===== config.mk =====
export PLATFORM = sky130hd
export DESIGN_NAME = plru_set_tracker_flat
export DESIGN_NICKNAME = d
export VERILOG_FILES = /design/src/rtl/plru_set_tracker_if.sv /design/src/rtl/plru_set_tracker.sv /design/src/flat_wrapper.sv
export SDC_FILE = /design/constraint.sdc
export NUM_CORES = 1
export LEC_CHECK = 0
export CORE_AREA = 2 2 163 149
export DETAILED_ROUTE_END_ITERATION = 10
export DIE_AREA = 0 0 165 151
export PLACE_DENSITY_LB_ADDON = 0.15
export SLEW_MARGIN = 10
export SYNTH_ARGS = -nofsm -noshare
export SYNTH_HDL_FRONTEND = slang
export SYNTH_SLANG_ARGS = --single-unit

===== constraint.sdc =====
create_clock -name clk -period 5.5 [get_ports clk]
set_input_delay 1.1 -clock clk [delete_from_list [all_inputs] [get_ports clk]]
set_output_delay 1.1 -clock clk [all_outputs]
set_load 0.01 [all_outputs]

===== src/rtl/plru_set_tracker_if.sv =====
// Request/response handshake bundle for the tree-PLRU set tracker.
// master drives requests and rsp_ready; slave is the tracker.
interface plru_set_tracker_if #(
   parameter int ASSOC = 8,
   parameter int SETS  = 16
);
   localparam int WW = $clog2(ASSOC);
   localparam int SW = $clog2(SETS);

   logic          req_valid;
   logic          req_ready;
   logic [1:0]    req_op;
   logic [SW-1:0] req_set;
   logic [WW-1:0] req_way;
   logic          rsp_valid;
   logic          rsp_ready;
   logic [WW-1:0] rsp_way;
   logic          rsp_from_invalid;
   logic          rsp_err;

   modport master (
      output req_valid,
      output req_op,
      output req_set,
      output req_way,
      output rsp_ready,
      input  req_ready,
      input  rsp_valid,
      input  rsp_way,
      input  rsp_from_invalid,
      input  rsp_err
   );

   modport slave (
      input  req_valid,
      input  req_op,
      input  req_set,
      input  req_way,
      input  rsp_ready,
      output req_ready,
      output rsp_valid,
      output rsp_way,
      output rsp_from_invalid,
      output rsp_err
   );
endinterface


===== src/rtl/plru_set_tracker.sv =====
// Per-set tree pseudo-LRU and valid tracker with VICTIM/TOUCH/ALLOC/INVAL ops.
// Define PLRU_INVALID_FIRST_EN to prefer the lowest invalid way as victim.
module plru_set_tracker #(
   parameter int ASSOC = 8,
   parameter int SETS  = 16
) (
   input logic               clk,
   input logic               rst_n,
   plru_set_tracker_if.slave bus
);
   localparam int WW = $clog2(ASSOC);
   localparam int SW = $clog2(SETS);
   localparam int TW = ASSOC - 1;

   typedef enum logic [1:0] {
      IDLE,
      CALC,
      RESP
   } state_e;

   typedef enum logic [1:0] {
      OP_VICTIM = 2'b00,
      OP_TOUCH  = 2'b01,
      OP_ALLOC  = 2'b10,
      OP_INVAL  = 2'b11
   } op_e;

   typedef struct packed {
      logic [TW-1:0]    tree;
      logic [ASSOC-1:0] vld;
      logic [WW-1:0]    way;
      logic             from_inv;
      logic             err;
   } res_t;

   state_e state_q;
   state_e state_n;
   logic   phase_q;

   op_e           op_q;
   logic [SW-1:0] set_q;
   logic [WW-1:0] way_q;
   logic [TW-1:0] tree_r;
   logic [ASSOC-1:0] vld_r;

   logic [SETS-1:0][TW-1:0]    tree_mem;
   logic [SETS-1:0][ASSOC-1:0] vld_mem;

   res_t res_n;
   res_t res_q;

   logic [WW-1:0] rsp_way_q;
   logic          rsp_fi_q;
   logic          rsp_err_q;

   logic [WW-1:0] victim;
   logic          vic_inv;
   logic          accept;

   // Bit 0 steers right, bit 1 steers left; right contributes a 1.
   function automatic logic [WW-1:0] walk(input logic [TW-1:0] t);
      logic [WW-1:0] w;
      int            n;
      w = '0;
      n = 0;
      for (int l = 0; l < WW; l++) begin
         w[WW-1-l] = ~t[n];
         n = 2*n + (w[WW-1-l] ? 2 : 1);
      end
      return w;
   endfunction

   function automatic logic [TW-1:0] touch(
      input logic [TW-1:0] t,
      input logic [WW-1:0] w
   );
      logic [TW-1:0] r;
      int            n;
      r = t;
      n = 0;
      for (int l = 0; l < WW; l++) begin
         r[n] = w[WW-1-l];
         n = 2*n + (w[WW-1-l] ? 2 : 1);
      end
      return r;
   endfunction

   function automatic logic [WW-1:0] first_inv(
      input logic [ASSOC-1:0] v
   );
      logic [WW-1:0] w;
      w = '0;
      for (int i = ASSOC-1; i >= 0; i--) begin
         if (!v[i]) w = WW'(i);
      end
      return w;
   endfunction

   assign accept = bus.req_valid && (state_q == IDLE);

   always_comb begin
      victim  = walk(tree_r);
      vic_inv = 1'b0;
`ifdef PLRU_INVALID_FIRST_EN
      if (!(&vld_r)) begin
         victim  = first_inv(vld_r);
         vic_inv = 1'b1;
      end
`endif
   end

   always_comb begin
      res_n.tree     = tree_r;
      res_n.vld      = vld_r;
      res_n.way      = way_q;
      res_n.from_inv = 1'b0;
      res_n.err      = 1'b0;
      unique case (op_q)
         OP_VICTIM: begin
            res_n.way      = victim;
            res_n.from_inv = vic_inv;
         end
         OP_TOUCH: begin
            if (vld_r[way_q]) res_n.tree = touch(tree_r, way_q);
            else              res_n.err  = 1'b1;
         end
         OP_ALLOC: begin
            res_n.way         = victim;
            res_n.from_inv    = vic_inv;
            res_n.vld[victim] = 1'b1;
            res_n.tree        = touch(tree_r, victim);
         end
         OP_INVAL: begin
            res_n.vld[way_q] = 1'b0;
         end
      endcase
   end

   always_ff @(posedge clk or negedge rst_n) begin
      if (!rst_n) state_q <= IDLE;
      else        state_q <= state_n;
   end

   always_comb begin
      state_n = state_q;
      unique case (state_q)
         IDLE:    if (bus.req_valid) state_n = CALC;
         CALC:    if (phase_q)       state_n = RESP;
         RESP:    if (bus.rsp_ready) state_n = IDLE;
         default: state_n = IDLE;
      endcase
   end

   // CALC spans two cycles: result is pipelined, then committed.
   always_ff @(posedge clk or negedge rst_n) begin
      if (!rst_n) begin
         phase_q   <= 1'b0;
         op_q      <= OP_VICTIM;
         set_q     <= '0;
         way_q     <= '0;
         tree_r    <= '0;
         vld_r     <= '0;
         res_q     <= '0;
         tree_mem  <= '0;
         vld_mem   <= '0;
         rsp_way_q <= '0;
         rsp_fi_q  <= 1'b0;
         rsp_err_q <= 1'b0;
      end else begin
         phase_q <= (state_q == CALC) && !phase_q;
         if (accept) begin
            op_q   <= op_e'(bus.req_op);
            set_q  <= bus.req_set;
            way_q  <= bus.req_way;
            tree_r <= tree_mem[bus.req_set];
            vld_r  <= vld_mem[bus.req_set];
         end
         if (state_q == CALC && !phase_q) begin
            res_q <= res_n;
         end
         if (state_q == CALC && phase_q) begin
            tree_mem[set_q] <= res_q.tree;
            vld_mem[set_q]  <= res_q.vld;
            rsp_way_q       <= res_q.way;
            rsp_fi_q        <= res_q.from_inv;
            rsp_err_q       <= res_q.err;
         end
      end
   end

   assign bus.req_ready        = (state_q == IDLE);
   assign bus.rsp_valid        = (state_q == RESP);
   assign bus.rsp_way          = rsp_way_q;
   assign bus.rsp_from_invalid = rsp_fi_q;
   assign bus.rsp_err          = rsp_err_q;
endmodule

===== src/flat_wrapper.sv =====
// flat-port wrapper written by rule: the top's interface ports become plain ports
module plru_set_tracker_flat 
#(
   parameter int ASSOC = 8,
   parameter int SETS  = 16
)
  (clk, rst_n, bus_req_valid, bus_req_op, bus_req_set, bus_req_way, bus_rsp_ready, bus_req_ready, bus_rsp_valid, bus_rsp_way, bus_rsp_from_invalid, bus_rsp_err);
  plru_set_tracker_if #(.ASSOC(ASSOC), .SETS(SETS)) bus_i ();
  input logic clk;
  input logic rst_n;
  input wire logic [$bits(bus_i.req_valid)-1:0] bus_req_valid;
  input wire logic [$bits(bus_i.req_op)-1:0] bus_req_op;
  input wire logic [$bits(bus_i.req_set)-1:0] bus_req_set;
  input wire logic [$bits(bus_i.req_way)-1:0] bus_req_way;
  input wire logic [$bits(bus_i.rsp_ready)-1:0] bus_rsp_ready;
  output wire logic [$bits(bus_i.req_ready)-1:0] bus_req_ready;
  output wire logic [$bits(bus_i.rsp_valid)-1:0] bus_rsp_valid;
  output wire logic [$bits(bus_i.rsp_way)-1:0] bus_rsp_way;
  output wire logic [$bits(bus_i.rsp_from_invalid)-1:0] bus_rsp_from_invalid;
  output wire logic [$bits(bus_i.rsp_err)-1:0] bus_rsp_err;
  assign bus_i.req_valid = bus_req_valid;
  assign bus_i.req_op = bus_req_op;
  assign bus_i.req_set = bus_req_set;
  assign bus_i.req_way = bus_req_way;
  assign bus_i.rsp_ready = bus_rsp_ready;
  assign bus_req_ready = bus_i.req_ready;
  assign bus_rsp_valid = bus_i.rsp_valid;
  assign bus_rsp_way = bus_i.rsp_way;
  assign bus_rsp_from_invalid = bus_i.rsp_from_invalid;
  assign bus_rsp_err = bus_i.rsp_err;
  plru_set_tracker #(.ASSOC(ASSOC), .SETS(SETS)) u_core (.clk(clk), .rst_n(rst_n), .bus(bus_i));
endmodule

# Yosys cells after proc, flatten, opt, wreduce, memory -nomap -nowiden
# Index checks and enable logic that the tools add are counted.
# op_classes
addsub	2
mul	0
n_div	0
order_cmp	15
eq_ne	8
n_shift	0
muxes	48
bitwise	6
reduce_logical	15
# ops
cell	n
$bwmux W128	1
$ge A32 B1 Y1 const B	4
$lt A32 B5 Y1 const B	4
$bwmux W112	1
$add A32 B32 Y32	2
$bmux W8 S4	1
$demux W8 S4	1
$bmux W7 S4	1
$bwmux W7	4
$demux W7 S4	1
$mux W7	3
$demux W1 S3	6
$mux W8	2
$pmux W8 S2	1
$mux W2	7
$pmux W7 S2	1
$mux W1	13
$logic_and A1 B1 Y1	10
$lt A4 B5 Y1 const B	2
$bmux W1 S3	3
$and A8 B8 Y8	1
$lt A3 B4 Y1 const B	2
$not A8 Y8	1
$or A8 B8 Y8	1
13 further kinds	21
# totals
regBits	292
latchBits	0
ram_bits	0
romBits	0
input_bits	13
out_inout_bits	7
wordCells	141
n_memories	0

# Depth between registers and ports, before layout
# Gate-level depths: netlist of run 1.
# logic_depth
ltp_word	16
ltp_mapped	10

# Least setup slack after synthesis of run 1
# Ideal clock, no wire load.
# synth_path
path_kind	input to register
start	input port bus_req_set[0]
end	register u_core.vld_r[0]
t_arrival_ns	2.485
t_required_ns	5.374
slack_ns	2.889
path_stages	6
cell_sequence	buf_4 buf_2 mux4_2 mux2i_1 nor3_1 a221o_1
# synth_via
elab_chain_cells	2
# synth_lines
element	line_no	rtl
start: declaration	flat_wrapper.sv:13	input wire logic [$bits(bus_i.req_set)-1:0] bus_req_set;
$bmux W8 S4	plru_set_tracker.sv:176	vld_r <= vld_mem[bus.req_set];
$mux W8 (not written as such)	plru_set_tracker.sv:176	
end signal: assignment	plru_set_tracker.sv:176	
end: declaration	plru_set_tracker.sv:44	logic [ASSOC-1:0] vld_r;
# No other way between the ends. The select of a mux whose other input is x is not followed.
# A chain may end at the register's enable or synchronous reset.

# Final worst setup path of run 1
# layout_path
start	register u_core.tree_r[0]
end	register u_core.res_q[12] (netlist bit)
# layout_via
elab_chain_cells	16
# layout_lines
element	line_no	rtl
start: declaration	plru_set_tracker.sv:43	logic [TW-1:0] tree_r;
start signal: assignment	plru_set_tracker.sv:175	tree_r <= tree_mem[bus.req_set];
$mux W2	plru_set_tracker.sv:68	n = 2*n + (w[WW-1-l] ? 2 : 1);
$bmux W1 S3	plru_set_tracker.sv:67	w[WW-1-l] = ~t[n];
$mux W1 (not written as such) (2 in series)	plru_set_tracker.sv:67	
$mux W2	plru_set_tracker.sv:68	
$add A32 B32 Y32	plru_set_tracker.sv:68	
$bmux W1 S3	plru_set_tracker.sv:67	
$mux W1 (not written as such) (2 in series)	plru_set_tracker.sv:67	
$not A1 Y1	plru_set_tracker.sv:67	
$lt A3 B4 Y1 (not written as such) / $ge A3 B1 Y1 (equally long branches)	plru_set_tracker.sv:130	res_n.vld[victim] = 1'b1;
$logic_and A1 B1 Y1 (not written as such)	plru_set_tracker.sv:130	
$mux W1 (not written as such)	plru_set_tracker.sv:130	
$demux W1 S3 *	n/a	
$or A8 B8 Y8 (no line) *	n/a	
$pmux W8 S2 *	plru_set_tracker.sv:118	unique case (op_q)
end signal: assignment	plru_set_tracker.sv:179	res_q <= res_n;
end: declaration	plru_set_tracker.sv:50	res_t res_q;
# Mark *: on every way between the ends. The rest lies on a longest branch, timed or not. The select of a mux whose other input is x is not followed.

==> results of run 1 <==
[report_power, final]
part | switching (mW) | internal [mW] | total [mW]
Combinational | 0.752 | 0.635 | 1.39
Clock | 0.809 | 1.12 | 1.93
Sequential | 0.420 | 2.47 | 2.89
Total | 1.98 | 4.23 | 6.21
[routing by layer]
metal  vias up  global-route usage [%]  share of wire [%]  wire, um
li1       3548                       -                  -         -
met1      4372                    37.7                 42     13700
met2       260                    43.0                 47     15300
met3        68                    5.34                6.2      2010
met4         0                    10.5                3.9      1260
met5         -                       0                  0         0
[critical path, cell delays in order, from the launching register on]
cell	delay, ns
dfrtp_1	0.73
mux2_2	0.48
inv_1	0.18
ha_1	0.31
o21ai_0	0.17
a32oi_1	0.14
mux2i_1	0.88
a32oi_1	0.24
a21oi_1	0.19
[sequential cells by signal, summed over array words and instances, names as in the netlist]
register	cells
u_core.vld_mem	128
u_core.tree_mem	112
u_core.res_q	19
u_core.vld_r	8
u_core.tree_r	7
u_core.set_q	4
u_core.bus.rsp_way	3
u_core.way_q	3
u_core.op_q	2
u_core.state_q	2
u_core.bus.rsp_err	1
u_core.phase_q	1
[worst max path at each step]
| stage | slack [ns] | end | cells after the start | startpoint |
|---|---|---|---|---|
| after global routing | 1.94 | u_core.res_q[12]$_DFFE_PN0P_ | 8 | u_core.tree_r[0]$_DFFE_PN0P_ |
| after detailed placement | 2.08 | u_core.vld_r[4]$_DFFE_PN0P_ | 5 | bus_req_set[1] |
| after floorplan | 2.89 | u_core.vld_r[0]$_DFFE_PN0P_ | 6 | bus_req_set[0] |
| after global placement | 2.11 | u_core.vld_r[3]$_DFFE_PN0P_ | 5 | bus_req_set[1] |
| after CTS | 2.22 | u_core.res_q[12]$_DFFE_PN0P_ | 8 | u_core.tree_r[0]$_DFFE_PN0P_ |
| final | 2.10 | u_core.res_q[12]$_DFFE_PN0P_ | 8 | u_core.tree_r[0]$_DFFE_PN0P_ |
[placed cells by master (no fill, tap or decap), types with 3 or more instances in the layout]
| cell type | Yosys | routed |
|---|---|---|
| nand4b_1 | 4 | 4 |
| mux4_2 | 61 | 61 |
| clkbuf_1 | 35 | 5 |
| nor2b_1 | 5 | 5 |
| nor2_1 | 13 | 13 |
| dfrtp_1 | 290 | 290 |
| mux2i_1 | 19 | 19 |
| a31oi_1 | 3 | 3 |
| nor2_4 | 3 | 3 |
| nand4_1 | 4 | 4 |
| o31ai_1 | 12 | 12 |
| clkinv_2 | 0 | 7 |
| a21oi_1 | 27 | 27 |
| nand2_1 | 59 | 59 |
| ha_1 | 18 | 18 |
| clkdlybuf4s50_1 | 0 | 15 |
| a221o_1 | 10 | 10 |
| o2111ai_1 | 3 | 3 |
| clkbuf_8 | 0 | 8 |
| a32oi_1 | 3 | 3 |
| mux2_2 | 256 | 256 |
| o211ai_1 | 6 | 6 |
| o221ai_1 | 3 | 3 |
| buf_4 | 10 | 16 |
| nand3_1 | 14 | 14 |
| nand2b_1 | 6 | 6 |
| o21ai_0 | 14 | 14 |
| clkinvlp_4 | 0 | 3 |
| nor3_1 | 11 | 11 |
| clkbuf_16 | 0 | 29 |
| inv_1 | 11 | 11 |
[stage by stage]
stage / hold WS, ns / cells / total power [mW]
floorplan: 0.438 / 966 / 3.84
detailed placement: 0.461 / 1221 / 4.29
CTS: 0.479 / 1274 / 6.23
global placement: 0.469 / 1221 / 4.19
finish: 0.472 / 1274 / 6.21
global route: 0.492 / 1274 / 6.52
[cells by family after synthesis]
group | after synthesis | share of synthesized area (%)
compound gates | 92 | 4.61
buf+inv | 92 | 3.22
fa+ha+maj | 18 | 1.63
flops | 290 | 52.7
mux | 340 | 32.7
other cells | 1 | 0.0272
simple gates | 133 | 5.09
[layout make-up]
| class | count | area (um^2) | share of cell area (%) |
|---|---|---|---|
| Clock inverter | 11 | 87.6 | 0.584 |
| Clock buffer | 42 | 855 | 5.70 |
| Inverter | 12 | 45.0 | 0.301 |
| Multi-Input combinational cell | 584 | 6080 | 40.5 |
| Tap cell | 302 | 378 | 2.52 |
| Sequential cell | 290 | 7260 | 48.4 |
| Timing Repair Buffer | 33 | 290 | 1.94 |
==> out/results.tsv, run 1 <==
metric	value	unit
design.die.area	0.0249	mm^2
vias	8248	
cts-resized-gates	0	
synth-seq-cells	290	
antenna_cells	0	
gp_congestion	0.865	
max-cap-violations	0	
synthFlopType	dfrtp_1	
ioPinCount	20	
syn-instance-count	966	
grt_antenna_before_repair	0	
worstHoldPathCells	2	
ff2ff_path_depth	8	
regToRegSetupSlack	2.10	ns
rows	53	
ir_drop	0.289	mV
wl_per_cell	25.3	um
drt_wl_total	32.2	mm
finalHoldViolCount	0	
synth-async-reset-ratio	100	%
vias_per_cell	6.47	
cts_buffers	29	
overflow	0	
fill_cells	1654	
ys_top_cells_by_area	dfrtp_1 53%, mux2_2 21%, mux4_2 10%	
fin_skew	0.0218	ns
dr.pass1.iters	7	
timing.rr.end	u_core.res_q[12]$_DFFE_PN0P_	
critPathCaptureType	register	
hp-class	register to register	
synth_edf_count	0	
grt_max_degree	132	
numPortBuffers	18	
cts_setup_buffers	0	
fin_crit	3.40	ns
crit_arrival	3.86	ns
crit_fanout	14	
fin_crit_sh	61.7	%
yosysTopAreaCell	dfrtp_1	
root_buffer	clkbuf_16	
cellPowerDensity	414	mW/mm^2
drive_above_1_share	40.8	%
grt_pass1_wl	51.0	mm
place_hpwl	19.7	mm
synth.net_count	997	
cts_buffer_depth	3	
maxSlewViolCount	0	
syn_area	0.0138	mm^2
synthMostInstantiatedCell	dfrtp_1	
drtAntennaViolNets	0	
synth.avg_cell_area	14.3	um^2
ys_types	57	
cts_hold_buf	0	
setup_viol	0	
power_leakage	7.03	nW
fp.dieH	151	um
synth_top_area_share	52.7	%
slew_headroom	18.1	%
initial_core_util	59.5	%
yosys-top-cells-count	290 x dfrtp_1, 256 x mux2_2, 61 x mux4_2	
drc_errors	0	
critPathKind	register to register	
h-tree-depth	1	
min_to	u_core.bus.rsp_err$_DFFE_PN0P_	
coreArea	0.0231	mm^2
drtIter0Drc	571	
die_w	165	um
max_freq	0.294	GHz
yosysWarningCount	0	
final_util	64.8	%
grt_setup_unrepaired	no	
dp_slack	2.08	ns
synth_seq_area_share	52.7	%
required	5.96	ns
worstMarginPinSlew	1.22	ns
setup_ws	2.10	ns
status	complete, no violations	
tns	0	ns
clock_latency	0.55	ns
cts_tree	built	
clock_sinks	290	
syn2layout_area_growth	8.80	%
r2r-start	u_core.tree_r[0]$_DFFE_PN0P_	
worst_setup_path_start_kind	register	
grt_usage	27.2	%
final_area	0.0150	mm^2
hp-start	u_core.res_q[0]$_DFFE_PN0P_	
grt_pass1_vias	8798	
path_clk_slew	0.07	ns
placed_cell_area	0.0140	mm^2
nets	981	
(Power assumes the default switching activity.)
==> inputs of run 2 (changes only) <==
--- a/config.mk
+++ b/config.mk
@@ -5,9 +5,9 @@
 export SDC_FILE = /design/constraint.sdc
 export NUM_CORES = 1
 export LEC_CHECK = 0
-export CORE_AREA = 2 2 163 149
+export CORE_AREA = 2 2 167 153
 export DETAILED_ROUTE_END_ITERATION = 10
-export DIE_AREA = 0 0 165 151
+export DIE_AREA = 0 0 169 155
 export PLACE_DENSITY_LB_ADDON = 0.15
 export SLEW_MARGIN = 10
 export SYNTH_ARGS = -nofsm -noshare
==> constraint.sdc (replaced) <==
create_clock -name clk -period 3.05 [get_ports clk]
set_input_delay 0.61 -clock clk [delete_from_list [all_inputs] [get_ports clk]]
set_output_delay 0.61 -clock clk [all_outputs]
set_load 0.01 [all_outputs]
==> run 2 against run 1 <==
  * The run now ends with negative hold slack left
  * Via count down 0.42%
  * Global-route usage is 2.0 points lower
  * Clock-buffer cell count down 1
  * Die area increased by 5.1%
==> out/results.tsv, run 2 (synthesis results as in run 1) <==
metric	value	unit
status	finished with violations	
violations	negative hold slack	
fp.dieH	155	um
worst_path_largest_cell_delay	0.49	ns
maxSlewViolCount	0	
crit_fanout	10	
dr.pass1.iters	5	
cts_hold_buf	0	
comb_power_share	22.5	%
worst_hold_slack	-0.000653	ns
p_clk_share	33.0	%
ioPinCount	20	
p_int	8.02	mW
drc_errors	0	
worst_setup_path_start_kind	register	
place_hpwl	19.8	mm
p_sw	3.64	mW
max_freq	0.370	GHz
vias	8213	
swShare	31.2	%
grt_usage	25.3	%
grt_setup_unrepaired	no	
finalHoldViolCount	1	
vias_per_cell	6.28	
root_buffer	clkbuf_16	
final_common_cell	dfrtp_1	
final_util	62.5	%
max-cap-violations	0	
worstMarginPinSlew	0.769	ns
coreArea	0.0246	mm^2
required	3.48	ns
multi_input_area	0.00608	mm^2
ff2ff_path_depth	9	
numPortBuffers	18	
nets	1004	
cellPowerDensity	757	mW/mm^2
cts-resized-gates	0	
gp_congestion	0.918	
cp.depth	9	
critPathTopFamily	multiplexers	
grt_antenna_before_repair	0	
fin_crit	2.70	ns
power_leakage	7.23	nW
drtIter0Drc	772	
grt_max_degree	67	
clock_latency	0.56	ns
clock_sinks	290	
drtAntennaViolNets	0	
reg.largest.list	u_core.vld_mem (128), u_core.tree_mem (112), u_core.res_q (19)	
drive_above_1_share	42.7	%
cpMaxStageDelayCell	dfrtp_1	
top_register	u_core.vld_mem	
p_seq_share	44.4	%
h-tree-depth	1	
cts_buffer_depth	3	
overflow	0	
critPathKind	register to register	
power.total	11.7	mW
final_area	0.0154	mm^2
fin_crit_sh	88.7	%
cts_tree	built	
antenna_cells	0	
rows	55	
die_w	169	um
initial_core_util	55.9	%
grt_pass1_vias	8219	
fill_cells	1835	
crit_arrival	3.13	ns
seqCellArea	0.00726	mm^2
setup_viol	0	
placed_cell_area	0.0144	mm^2
critPathCaptureType	register	
hp-class	primary input to asynchronous set/reset pin	
fin_skew	0.0203	ns
tns	0	ns
cts_buffers	30	
layout_common_cells	290 x dfrtp_1, 256 x mux2_2, 61 x mux4_2	
cts_setup_buffers	0	
syn2layout_area_growth	11.8	%
crit_chain	mux2_2, inv_1, ha_1, nand2b_1, a32oi_1, mux2i_1, buf_4, o21ai_0, o211ai_1	
drt_wl_total	31.9	mm
grt_pass1_wl	50.2	mm
path_buf_inv	2	
ir_drop	0.571	mV
largest_reg_flops	128	
wl_per_cell	24.4	um
path_clk_slew	0.06	ns
design.die.area	0.0262	mm^2
slew_headroom	48.6	%
## run 2: cell types whose count changed in the layout (fill, tap and decap cells not counted), sizes merged
cell | previous run | this run
buf | 18 | 40
bufinv | 1 | 4
clkbuf | 42 | 41
clkinv | 7 | 6
clkinvlp | 3 | 2
## run 2: stage by stage
step,setup slack (ns),cells
after floorplan,0.636,966
after global placement,0.546,1254
after detailed placement,0.457,1254
after CTS,0.450,1307
after global routing,0.178,1307
final,0.346,1307
## run 2: final cells by class
type                    count  share of cell area [%]
clock buffers              41                    5.73
well taps                 313                    2.54
flip-flops and latches    290                    47.1
repair buffers             55                    3.77
clock inverters            12                    1.07
inverters                  12                   0.292
multi-input cells         584                    39.5
## run 2: power by group through the flow
stage	combinational [mW]	clock, mW	sequential, mW
final	2.63	3.85	5.18
after global routing	2.87	4.07	5.27
after CTS	2.62	3.93	5.17
after detailed placement	2.60	0	5.24
after global placement	2.56	0	5.22
after floorplan	2.11	0	4.82
## run 2: final timing paths
| path | startpoint | end | slack (ns) |
|---|---|---|---|
| setup / recovery | u_core.tree_r[1]$_DFFE_PN0P_ | u_core.res_q[16]$_DFFE_PN0P_ | 0.35 |
| hold reg to reg | u_core.res_q[4]$_DFFE_PN0P_ | u_core.bus.rsp_way[2]$_DFFE_PN0P_ | 0.47 |
| setup reg to reg | u_core.tree_r[1]$_DFFE_PN0P_ | u_core.res_q[16]$_DFFE_PN0P_ | 0.35 |
| max in group asynchronous | rst_n | u_core.vld_mem[83]$_DFFE_PN0P_ | 2.22 |
| min in group clk | u_core.res_q[4]$_DFFE_PN0P_ | u_core.bus.rsp_way[2]$_DFFE_PN0P_ | 0.47 |
| hold / removal | rst_n | u_core.tree_r[6]$_DFFE_PN0P_ | -0.0007 |
## run 2: per-layer routing
metal	vias up	GRT usage, %	wire, um
met3	48	3.46	1650
met1	4328	38.3	14900
met5	-	0	0
li1	3599	-	-
met4	0	6.76	769
met2	238	38.9	14600
